==> src/rtl/hazard_pkg.sv <==
// Shared types and constants for the pipeline hazard controller.
package hazard_pkg;

   typedef enum logic [1:0] {
      ST_RUN        = 2'd0,
      ST_LOAD_STALL = 2'd1,
      ST_REDIRECT   = 2'd2,
      ST_MEM_WAIT   = 2'd3
   } hazard_state_e;

   localparam logic [1:0] FWD_RF = 2'b00;
   localparam logic [1:0] FWD_W  = 2'b01;
   localparam logic [1:0] FWD_M  = 2'b10;

   localparam logic [1:0] RESULT_SRC_LOAD = 2'b01;

endpackage

==> src/rtl/hazard_fwd_sel.sv <==
// Forwarding select for one execute-stage ALU operand.
module hazard_fwd_sel
   import hazard_pkg::*;
#(
   parameter int REGISTER_ADDRESS_WIDTH = 5
) (
   input  logic [REGISTER_ADDRESS_WIDTH-1:0] rs_e_i,
   input  logic [REGISTER_ADDRESS_WIDTH-1:0] rd_m_i,
   input  logic [REGISTER_ADDRESS_WIDTH-1:0] rd_w_i,
   input  logic                              reg_write_m_i,
   input  logic                              reg_write_w_i,
   output logic [1:0]                        fwd_o
);

   // The memory stage holds the younger result, so it wins over writeback.
   always_comb begin
      fwd_o = FWD_RF;
      if (reg_write_m_i && (rd_m_i != '0) && (rd_m_i == rs_e_i)) begin
         fwd_o = FWD_M;
      end else if (reg_write_w_i && (rd_w_i != '0) && (rd_w_i == rs_e_i)) begin
         fwd_o = FWD_W;
      end
   end

endmodule

==> src/rtl/hazard_unit.sv <==
// Five-stage RV32I hazard controller: forwarding, stall/flush generation,
// cycle classification and saturating stall/flush/memory-wait statistics.
module hazard_unit
   import hazard_pkg::*;
#(
   parameter int REGISTER_ADDRESS_WIDTH = 5,
   parameter int CNT_WIDTH              = 32,
   parameter int MEM_TIMEOUT            = 256
) (
   input  logic                              clk_i,
   input  logic                              rst_n_i,
   input  logic [REGISTER_ADDRESS_WIDTH-1:0] Rs1D_i,
   input  logic [REGISTER_ADDRESS_WIDTH-1:0] Rs2D_i,
   input  logic [REGISTER_ADDRESS_WIDTH-1:0] Rs1E_i,
   input  logic [REGISTER_ADDRESS_WIDTH-1:0] Rs2E_i,
   input  logic [REGISTER_ADDRESS_WIDTH-1:0] RdE_i,
   input  logic [1:0]                        ResultSrcE_i,
   input  logic                              PCSrcE_i,
   input  logic [REGISTER_ADDRESS_WIDTH-1:0] RdM_i,
   input  logic [REGISTER_ADDRESS_WIDTH-1:0] RdW_i,
   input  logic                              RegWriteM_i,
   input  logic                              RegWriteW_i,
   input  logic                              MemReqM_i,
   input  logic                              MemReadyM_i,
   output logic [1:0]                        ForwardAE_o,
   output logic [1:0]                        ForwardBE_o,
   output logic                              StallF_o,
   output logic                              StallD_o,
   output logic                              StallE_o,
   output logic                              StallM_o,
   output logic                              FlushD_o,
   output logic                              FlushE_o,
   output logic                              FlushW_o,
   output logic [1:0]                        State_o,
   output logic [CNT_WIDTH-1:0]              StallCnt_o,
   output logic [CNT_WIDTH-1:0]              FlushCnt_o,
   output logic [CNT_WIDTH-1:0]              LastWait_o,
   output logic                              MemErr_o
);

   localparam logic [CNT_WIDTH-1:0] CNT_ONE      = CNT_WIDTH'(1);
   localparam logic [CNT_WIDTH-1:0] CNT_MAX      = '1;
   localparam logic [CNT_WIDTH-1:0] TIMEOUT_LAST = CNT_WIDTH'(MEM_TIMEOUT - 1);

   hazard_state_e              state_q, state_d;
   logic [CNT_WIDTH-1:0]       stall_cnt_q, stall_cnt_d;
   logic [CNT_WIDTH-1:0]       flush_cnt_q, flush_cnt_d;
   logic [CNT_WIDTH-1:0]       wait_cnt_q, wait_cnt_d;
   logic [CNT_WIDTH-1:0]       last_wait_q, last_wait_d;
   logic                       mem_err_q, mem_err_d;
   logic [1:0]                 fwd_a, fwd_b;
   logic                       mem_stall, lw_stall;

   hazard_fwd_sel #(.REGISTER_ADDRESS_WIDTH(REGISTER_ADDRESS_WIDTH)) u_fwd_a (
      .rs_e_i        (Rs1E_i),
      .rd_m_i        (RdM_i),
      .rd_w_i        (RdW_i),
      .reg_write_m_i (RegWriteM_i),
      .reg_write_w_i (RegWriteW_i),
      .fwd_o         (fwd_a)
   );

   hazard_fwd_sel #(.REGISTER_ADDRESS_WIDTH(REGISTER_ADDRESS_WIDTH)) u_fwd_b (
      .rs_e_i        (Rs2E_i),
      .rd_m_i        (RdM_i),
      .rd_w_i        (RdW_i),
      .reg_write_m_i (RegWriteM_i),
      .reg_write_w_i (RegWriteW_i),
      .fwd_o         (fwd_b)
   );

   // Memory wait outranks redirect: E is held, so the redirect replays on release.
   always_comb begin
      mem_stall = MemReqM_i && !MemReadyM_i;
      lw_stall  = (ResultSrcE_i == RESULT_SRC_LOAD) && (RdE_i != '0) &&
                  ((RdE_i == Rs1D_i) || (RdE_i == Rs2D_i));
      if (mem_stall)      state_d = ST_MEM_WAIT;
      else if (PCSrcE_i)  state_d = ST_REDIRECT;
      else if (lw_stall)  state_d = ST_LOAD_STALL;
      else                state_d = ST_RUN;
   end

   always_comb begin
      ForwardAE_o = fwd_a;
      ForwardBE_o = fwd_b;
      StallF_o    = 1'b0;
      StallD_o    = 1'b0;
      StallE_o    = 1'b0;
      StallM_o    = 1'b0;
      FlushD_o    = 1'b0;
      FlushE_o    = 1'b0;
      FlushW_o    = 1'b0;
      case (state_d)
         ST_MEM_WAIT: begin
            StallF_o = 1'b1;
            StallD_o = 1'b1;
            StallE_o = 1'b1;
            StallM_o = 1'b1;
            FlushW_o = 1'b1;
         end
         ST_REDIRECT: begin
            FlushD_o = 1'b1;
            FlushE_o = 1'b1;
         end
         ST_LOAD_STALL: begin
            StallF_o = 1'b1;
            StallD_o = 1'b1;
            FlushE_o = 1'b1;
         end
         default: ;
      endcase
      // Drain bubbles through the pipeline while reset is held.
      if (!rst_n_i) begin
         ForwardAE_o = FWD_RF;
         ForwardBE_o = FWD_RF;
         StallF_o    = 1'b0;
         StallD_o    = 1'b0;
         StallE_o    = 1'b0;
         StallM_o    = 1'b0;
         FlushD_o    = 1'b1;
         FlushE_o    = 1'b1;
         FlushW_o    = 1'b1;
      end
   end

   always_comb begin
      stall_cnt_d = stall_cnt_q;
      flush_cnt_d = flush_cnt_q;
      wait_cnt_d  = '0;
      last_wait_d = last_wait_q;
      mem_err_d   = mem_err_q;
      if (((state_d == ST_MEM_WAIT) || (state_d == ST_LOAD_STALL)) && (stall_cnt_q != CNT_MAX)) begin
         stall_cnt_d = stall_cnt_q + CNT_ONE;
      end
      if ((state_d == ST_REDIRECT) && (flush_cnt_q != CNT_MAX)) begin
         flush_cnt_d = flush_cnt_q + CNT_ONE;
      end
      if (state_d == ST_MEM_WAIT) begin
         wait_cnt_d = (wait_cnt_q != CNT_MAX) ? wait_cnt_q + CNT_ONE : wait_cnt_q;
         if (wait_cnt_q >= TIMEOUT_LAST) begin
            mem_err_d = 1'b1;
         end
      end else if (wait_cnt_q != '0) begin
         last_wait_d = wait_cnt_q;
      end
   end

   always_ff @(posedge clk_i) begin
      if (!rst_n_i) begin
         state_q     <= ST_RUN;
         stall_cnt_q <= '0;
         flush_cnt_q <= '0;
         wait_cnt_q  <= '0;
         last_wait_q <= '0;
         mem_err_q   <= 1'b0;
      end else begin
         state_q     <= state_d;
         stall_cnt_q <= stall_cnt_d;
         flush_cnt_q <= flush_cnt_d;
         wait_cnt_q  <= wait_cnt_d;
         last_wait_q <= last_wait_d;
         mem_err_q   <= mem_err_d;
      end
   end

   assign State_o    = state_q;
   assign StallCnt_o = stall_cnt_q;
   assign FlushCnt_o = flush_cnt_q;
   assign LastWait_o = last_wait_q;
   assign MemErr_o   = mem_err_q;

endmodule
==> config.mk <==
export PLATFORM = sky130hd
export DESIGN_NAME = hazard_unit
export DESIGN_NICKNAME = d
export VERILOG_FILES = /design/src/rtl/hazard_pkg.sv /design/src/rtl/hazard_fwd_sel.sv /design/src/rtl/hazard_unit.sv
export SDC_FILE = /design/constraint.sdc
export NUM_CORES = 1
export LEC_CHECK = 0
export ABC_AREA = 0
export CAP_MARGIN = 20
export CORE_MARGIN = 4
export CORE_UTILIZATION = 35
export CTS_BUF_LIST = sky130_fd_sc_hd__clkbuf_4
export CTS_CLUSTER_DIAMETER = 150
export DETAILED_ROUTE_END_ITERATION = 8
export GPL_TIMING_DRIVEN = 1
export HOLD_SLACK_MARGIN = 0.02
export SLEW_MARGIN = 20
export SYNTH_ARGS = -nofsm -noshare
export SYNTH_HDL_FRONTEND = slang
export SYNTH_SLANG_ARGS = --single-unit
==> constraint.sdc <==
create_clock -name clk_i -period 5.4 [get_ports clk_i]
set_clock_uncertainty 0.05 [all_clocks]
set_input_delay 1.08 -clock clk_i [delete_from_list [all_inputs] [get_ports clk_i]]
set_output_delay 1.08 -clock clk_i [all_outputs]
set_load 0.05 [all_outputs]
# Word level (Yosys, flattened, before mapping)
# Cells that the tools add are included.
dict set report totals {
  regBits 131
  inputBits 44
  elab_cells 65
}
dict set report op_classes {
  addsub 3
  magnitude_cmp 1
  n_eq_ne 13
  n_mux 18
  bitwise_logic 1
  n_reduce_logical 23
}
# op n
set op_table {}
lappend op_table {{adder 32 x 1 -> 32 bit (second input constant)} 3}
lappend op_table {{inequality test 32 bit (second input constant)} 3}
lappend op_table {{greater-or-equal comparator 32 x 8 -> 1 bit (second input constant)} 1}
lappend op_table {{nonzero test 32 bit} 1}
lappend op_table {{== test 5 bit} 6}
lappend op_table {{nonzero test 5 bit} 3}
lappend op_table {{2-to-1 mux 1 bit} 12}
lappend op_table {{2-to-1 mux 2 bit} 6}
lappend op_table {{logical AND 1 bit} 11}
lappend op_table {{AND reduction 2 bit} 3}
lappend op_table {{== test 2 x 1 -> 1 bit (second input constant)} 2}
lappend op_table {{== test 2 bit (second input constant)} 2}
lappend op_table {{OR reduction 2 bit} 2}
lappend op_table {{logical OR 1 bit} 2}
lappend op_table {{zero test 1 bit} 1}
lappend op_table {{inverter 1 bit} 1}

# Logic depth before layout (Yosys ltp)
dict set report depth {
  ltp_word 10
  ltp_mapped 12
  mapped_depth_nobuf 11
}

# Hierarchy
# A second synthesis with hierarchy kept.
dict set report hier_totals {
  hier_cells 748
  area_unflattened_um2 6501.2
}
# module instances cells_per_inst area_each_um2 seq_area_each_um2
set by_module_without_submodules {}
lappend by_module_without_submodules {hazard_unit 1 708 6198.4 2622.5}
lappend by_module_without_submodules {hazard_fwd_sel 2 20 151.4 0.0}

# Worst setup path after synthesis
# OpenSTA, ideal clock, no wires.
dict set report synth_timing {
  kind {in2out}
  start {input port RdM_i[0]}
  end {output port ForwardAE_o[0]}
  arrival_time_ns 3.431
  t_required_ns 4.270
  path_slack_ns 0.839
  path_stages 4
  cell_sequence {or4_1 > o21ai_0 > nor4_1 > nor4_1}
}
dict set report synth_between {
  elab_chain_len 5
}
# item line
set synth_lines {}
lappend synth_lines {{start: declaration} hazard_unit.sv:19} ;# input logic [REGISTER_ADDRESS_WIDTH-1:0] RdM_i,
lappend synth_lines {{nonzero test 5 bit} hazard_fwd_sel.sv:18} ;# if (reg_write_m_i && (rd_m_i != '0) && (rd_m_i == rs_e_i)) begin
lappend synth_lines {{logical AND 1 bit} hazard_fwd_sel.sv:18}
lappend synth_lines {{logical AND 1 bit (*)} hazard_fwd_sel.sv:18}
lappend synth_lines {{2-to-1 mux 2 bit (*)} hazard_fwd_sel.sv:18}
lappend synth_lines {{2-to-1 mux 2 bit (*)} hazard_unit.sv:113} ;# if (!rst_n_i) begin
lappend synth_lines {{end: declaration} hazard_unit.sv:25} ;# output logic [1:0] ForwardAE_o,
# Every way passes the cells marked *; elsewhere a longest branch is shown, timed or not.

# Worst setup path after layout
dict set report layout_timing {
  start {input port RdE_i[2]}
  end {output port StallE_o}
}
dict set report layout_between {
  elab_chain_len 9
}
# item line
set layout_lines {}
lappend layout_lines {{start: declaration} hazard_unit.sv:16} ;# input logic [REGISTER_ADDRESS_WIDTH-1:0] RdE_i,
lappend layout_lines {{== test 5 bit or nonzero test 5 bit (tied branches)} {hazard_unit.sv:76, hazard_unit.sv:75}}
lappend layout_lines {{logical OR 1 bit or logical AND 1 bit (tied branches)} {hazard_unit.sv:76, hazard_unit.sv:75}}
lappend layout_lines {{logical AND 1 bit (*)} hazard_unit.sv:75} ;# lw_stall = (ResultSrcE_i == RESULT_SRC_LOAD) && (RdE_i != '0) &&
lappend layout_lines {{2-to-1 mux 1 bit (*)} hazard_unit.sv:79} ;# else if (lw_stall) state_d = ST_LOAD_STALL;
lappend layout_lines {{2-to-1 mux 2 bit (*)} hazard_unit.sv:78} ;# else if (PCSrcE_i) state_d = ST_REDIRECT;
lappend layout_lines {{2-to-1 mux 2 bit (*)} hazard_unit.sv:77} ;# if (mem_stall) state_d = ST_MEM_WAIT;
lappend layout_lines {{via state_d[0]} hazard_unit.sv:45} ;# hazard_state_e state_q, state_d;
lappend layout_lines {{== test 2 bit (*)} hazard_unit.sv:93} ;# case (state_d)
lappend layout_lines {{2-to-1 mux 1 bit (*)} hazard_unit.sv:93}
lappend layout_lines {{2-to-1 mux 1 bit (*)} hazard_unit.sv:113}
lappend layout_lines {{end: declaration} hazard_unit.sv:29} ;# output logic StallE_o,
# The timed path passes the listed nets; every way through them passes the cells marked *.

==> metrics.md <==
| Metric | Value |
|---|---|
| Status | `finished clean` |
| Worst-Margin Slew | `about 0.97 ns` |
| Synth Instances | `744` |
| H-tree levels | `4` |
| Post-route ant nets | `0` |
| FMAX | `approximately 210 MHz` |
| Post-synth EDFFs | `0` |
| Syn-to-layout area delta | `32.37%` |
| Setup violators final | `0` |
| CP peak stage delay | `about 0.58 ns` |
| Relative slew slack | `a little over a third` |
| Psw | `approximately 0.00044 W` |
| Most area-hungry cell type in the Yosys netlist | `dfxtp_1` |
| Vias in the first global route | `around 5300` |
| Reg clk slew, reported paths | `about 0.10 ns` |
| Share of layout cells above drive strength 1 | `6.630%` |
| Remaining DRCs | `0` |
| Unique masters post-synth | `52` |
| Die area | `slightly above 20000 µm²` |
| DP Cell Count | `between 1000 and 1500` |
| First-pass GRT wire length | `about 27000 µm` |
| Drt wl/cell | `about 15 µm` |
| Comb power frac | `approximately 8.5%` |
| Data arrival, critical path | `approximately 3.5 ns` |
| Leakage | `around 3.0 nW` |
| Total length of routed wires | `roughly 17000 µm` |
| Post-CTS Setup Bufs | `0` |
| Power Internal | `0.001365 W` |
| Most used DFF post-synth | `dfxtp_1` |
| Max_cap viols | `0` |
| Vias per inst | `5.158` |
| CTS resizes | `0` |
| Largest net degree at the start of global routing | `between 90 and 100` |
| Core area | `around 18000 µm²` |
| Async S/R FF share, synth | `0%` |
| Post-DP HPWL | `between 10000 and 15000 µm` |
| WP data required | `between 4 and 5 ns` |
| CP max stage cell | `o21ai_0` |
| Placed instance area | `a little over 8000 µm²` |
| Sequential share of power | `53.9%` |
| Startpoint Class | `input pin` |
| Synth top area cells | `dfxtp_1 (41%), xor2_1 (7.7%), mux2i_1 (6.0%), nor2_1 (5.8%), nand4_1 (3.3%)` |
| Worst Path Class, Setup | `input pin to output pin` |
| Final Max Slew Viols | `0` |
| Synthesized flop and latch total | `about 130` |
| Critical path endpoint category | `output pin` |
| DP Worst Slack | `0.7303 ns` |
| Hold Violations, Final | `0` |
| Syn nets | `795` |
| Filler Cell Count | `between 1500 and 2000` |
| Synth Warn # | `0` |
| DR iter-0 viols | `397` |
| GRT Overall Usage | `16.12%` |
| Cell area after synthesis | `roughly 6400 µm²` |
| Root Buffer | `clkbuf_4` |
| Minimum clock period after layout | `about 4.7 ns` |
| Pwr/cell area | `~220 nW/µm²` |
| Yosys top cell area share | `between 40% and 50%` |
| Final net count | `about 940` |
| Initial antenna violation count | `1` |
| Worst min path class | `flop to flop` |
| Die width | `between 100 and 150 µm` |
| CTS tree | `built` |
| Avg Synthesized Cell Area | `about 8.5 µm²` |
| Row count | `49` |
| DRT Pass-1 Iters | `5` |
| Clock buffer depth | `2` |
| Setup tns final | `0 ns` |
| Grt ovf | `0` |
| Num CTS Buffers | `17` |
| Clock Latency Late Sink | `between 0.5 and 0.6 ns` |
| Sequential area share after synthesis | `41.27%` |
| Setup ws final | `approximately 0.73 ns` |
| # hold bufs at CTS | `0` |
| Cell Chain, Critical Path | `clkdlybuf4s50_1 > xor2_1 > nor3_1 > a22oi_1 > o21ai_0 > ha_1 > nand2_1 > inv_1 > buf_12` |
| CTS sink cnt | `131` |
| Port bufs | `153` |
| Die H | `142.7 µm` |
| Boundary Pins | `154` |
| Final Cell Area | `about 8400 µm²` |
| Tcrit/Tclk final | `~86%` |
| Critical-path maximum fanout | `3` |
| Peak supply drop | `0.00009309 V` |
| Sw frac | `between 20 and 25%` |
| RSZ-0062 raised after global routing | `false` |
| Vias | `approximately 5900` |
| Initial core utilization | `35.50%` |
| Clk pwr share | `a little under two fifths` |
| Final GP Congestion | `slightly below 0.8` |
| Non-Filler Instances | `1135` |
logic make-up after synthesis:
| logic type | Yosys count | share of synthesized area, % |
|---|---|---|
| AOI/OAI and AO/OA | 106 | 9.805 |
| xor gates and xnor gates | 74 | 10.20 |
| adders and majority gates | 7 | 1.378 |
| buffers and inverters | 46 | 2.993 |
| DFF | 131 | 41.27 |
| muxes | 38 | 5.985 |
| and+or+nand+nor | 342 | 28.37 |
path summary, 6_finish.rpt:
path                       start  depth (start not counted)            end  slack [ns]
setup / recovery        RdE_i[2]                          9       StallE_o        0.73
hold / removal          MemErr_o                          2       MemErr_o        0.43
setup reg to reg  wait_cnt_q[27]                          7  LastWait_o[8]        2.85
hold reg to reg         MemErr_o                          2       MemErr_o        0.43
critical path, delay by kind of cell:
family	cells	cell delay [ns]
compound gates	2	0.72
buf+inv	3	0.86
xor+xnor	1	0.19
fa+ha+maj	1	0.31
simple gates	2	0.38
cells in the mapped netlist (7+ instances only):
master / instances
buf_2: 8
nor3_1: 10
clkbuf_1: 23
nor4_1: 16
o31ai_1: 10
and3_1: 14
a21oi_1: 41
nand2_1: 48
and4_1: 10
or3_1: 33
nand4_1: 34
or4_1: 16
nor2_1: 98
xnor2_1: 18
nand3_1: 35
inv_1: 10
nand2b_1: 8
xor2_1: 56
mux2i_1: 38
o21ai_0: 34
ha_1: 7
dfxtp_1: 131
sequential cells by signal (all words and copies together), names as in the netlist:
signal,cells
MemErr_o,1
State_o,2
StallCnt_o,32
wait_cnt_q,32
LastWait_o,32
FlushCnt_o,32
stage by stage:
step,power (W),hold slack (ns),util (%)
final,0.001810,0.4259,46.99
after CTS,0.001842,0.4355,46.96
after global routing,0.001896,0.4591,46.99
after floorplan,0.001080,0.4289,-
after detailed placement,0.001153,0.4087,45.35
after global placement,0.001152,0.4064,45.35
power by group through the flow:
| stage | clock network (W) | registers (W) | logic (W) |
|---|---|---|---|
| 2_1_floorplan | 0 | 0.00101 | 0.0000725 |
| 3_5_place_dp | 0 | 0.000997 | 0.000155 |
| 4_1_cts | 0.000710 | 0.000975 | 0.000156 |
| 5_1_grt | 0.000754 | 0.000977 | 0.000166 |
| 6_report | 0.000681 | 0.000975 | 0.000155 |
| 3_3_place_gp | 0 | 0.000997 | 0.000155 |
metal layers:
metal	wire, µm	share of wire (%)	track usage [%]	vias up
met5	0	0	0	-
met3	1266	7.6	5.492	16
met1	7986	48	22.28	2705
met2	7175	43	23.74	160
li1	-	-	-	2973
met4	216	1.3	5.053	0
placed cells by master (no fill, tap or decap), drive strengths merged, types with 2 or more instances in the layout:
master and n:
o211a 2, clkdlybuf4s50 144, o211ai 3, nor4b 2, ha 7, buf 19, nand2b 8, xnor2 18
xor2 56, nand2 48, and3 14, and4 11, nand4 34, or4 17, nand3 35, clkinvlp 3
nor2b 2, inv 12, mux2i 38, clkbuf 20, o21ai 35, a31oi 2, o31ai 11, a211oi 3
or3 33, nor4 17, o21a 2, bufinv 3, nor2 98, nor3 11, clkinv 6, and2 7
dfxtp 131, a21oi 41
cell type report:
cell class / instances / area, µm² / share of cell area (%)
Timing Repair Buffer: 163 / 1622 / 19.28
Clock inverter: 12 / 138.9 / 1.651
Multi-Input combinational cell: 567 / 3545 / 42.14
Inverter: 12 / 45.04 / 0.5355
Antenna cell: 1 / 2.502 / 0.02975
Sequential cell: 131 / 2623 / 31.18
Clock buffer: 20 / 150.1 / 1.785
Tap cell: 229 / 286.5 / 3.406
Note: power is estimated with default switching activity, not from simulation.
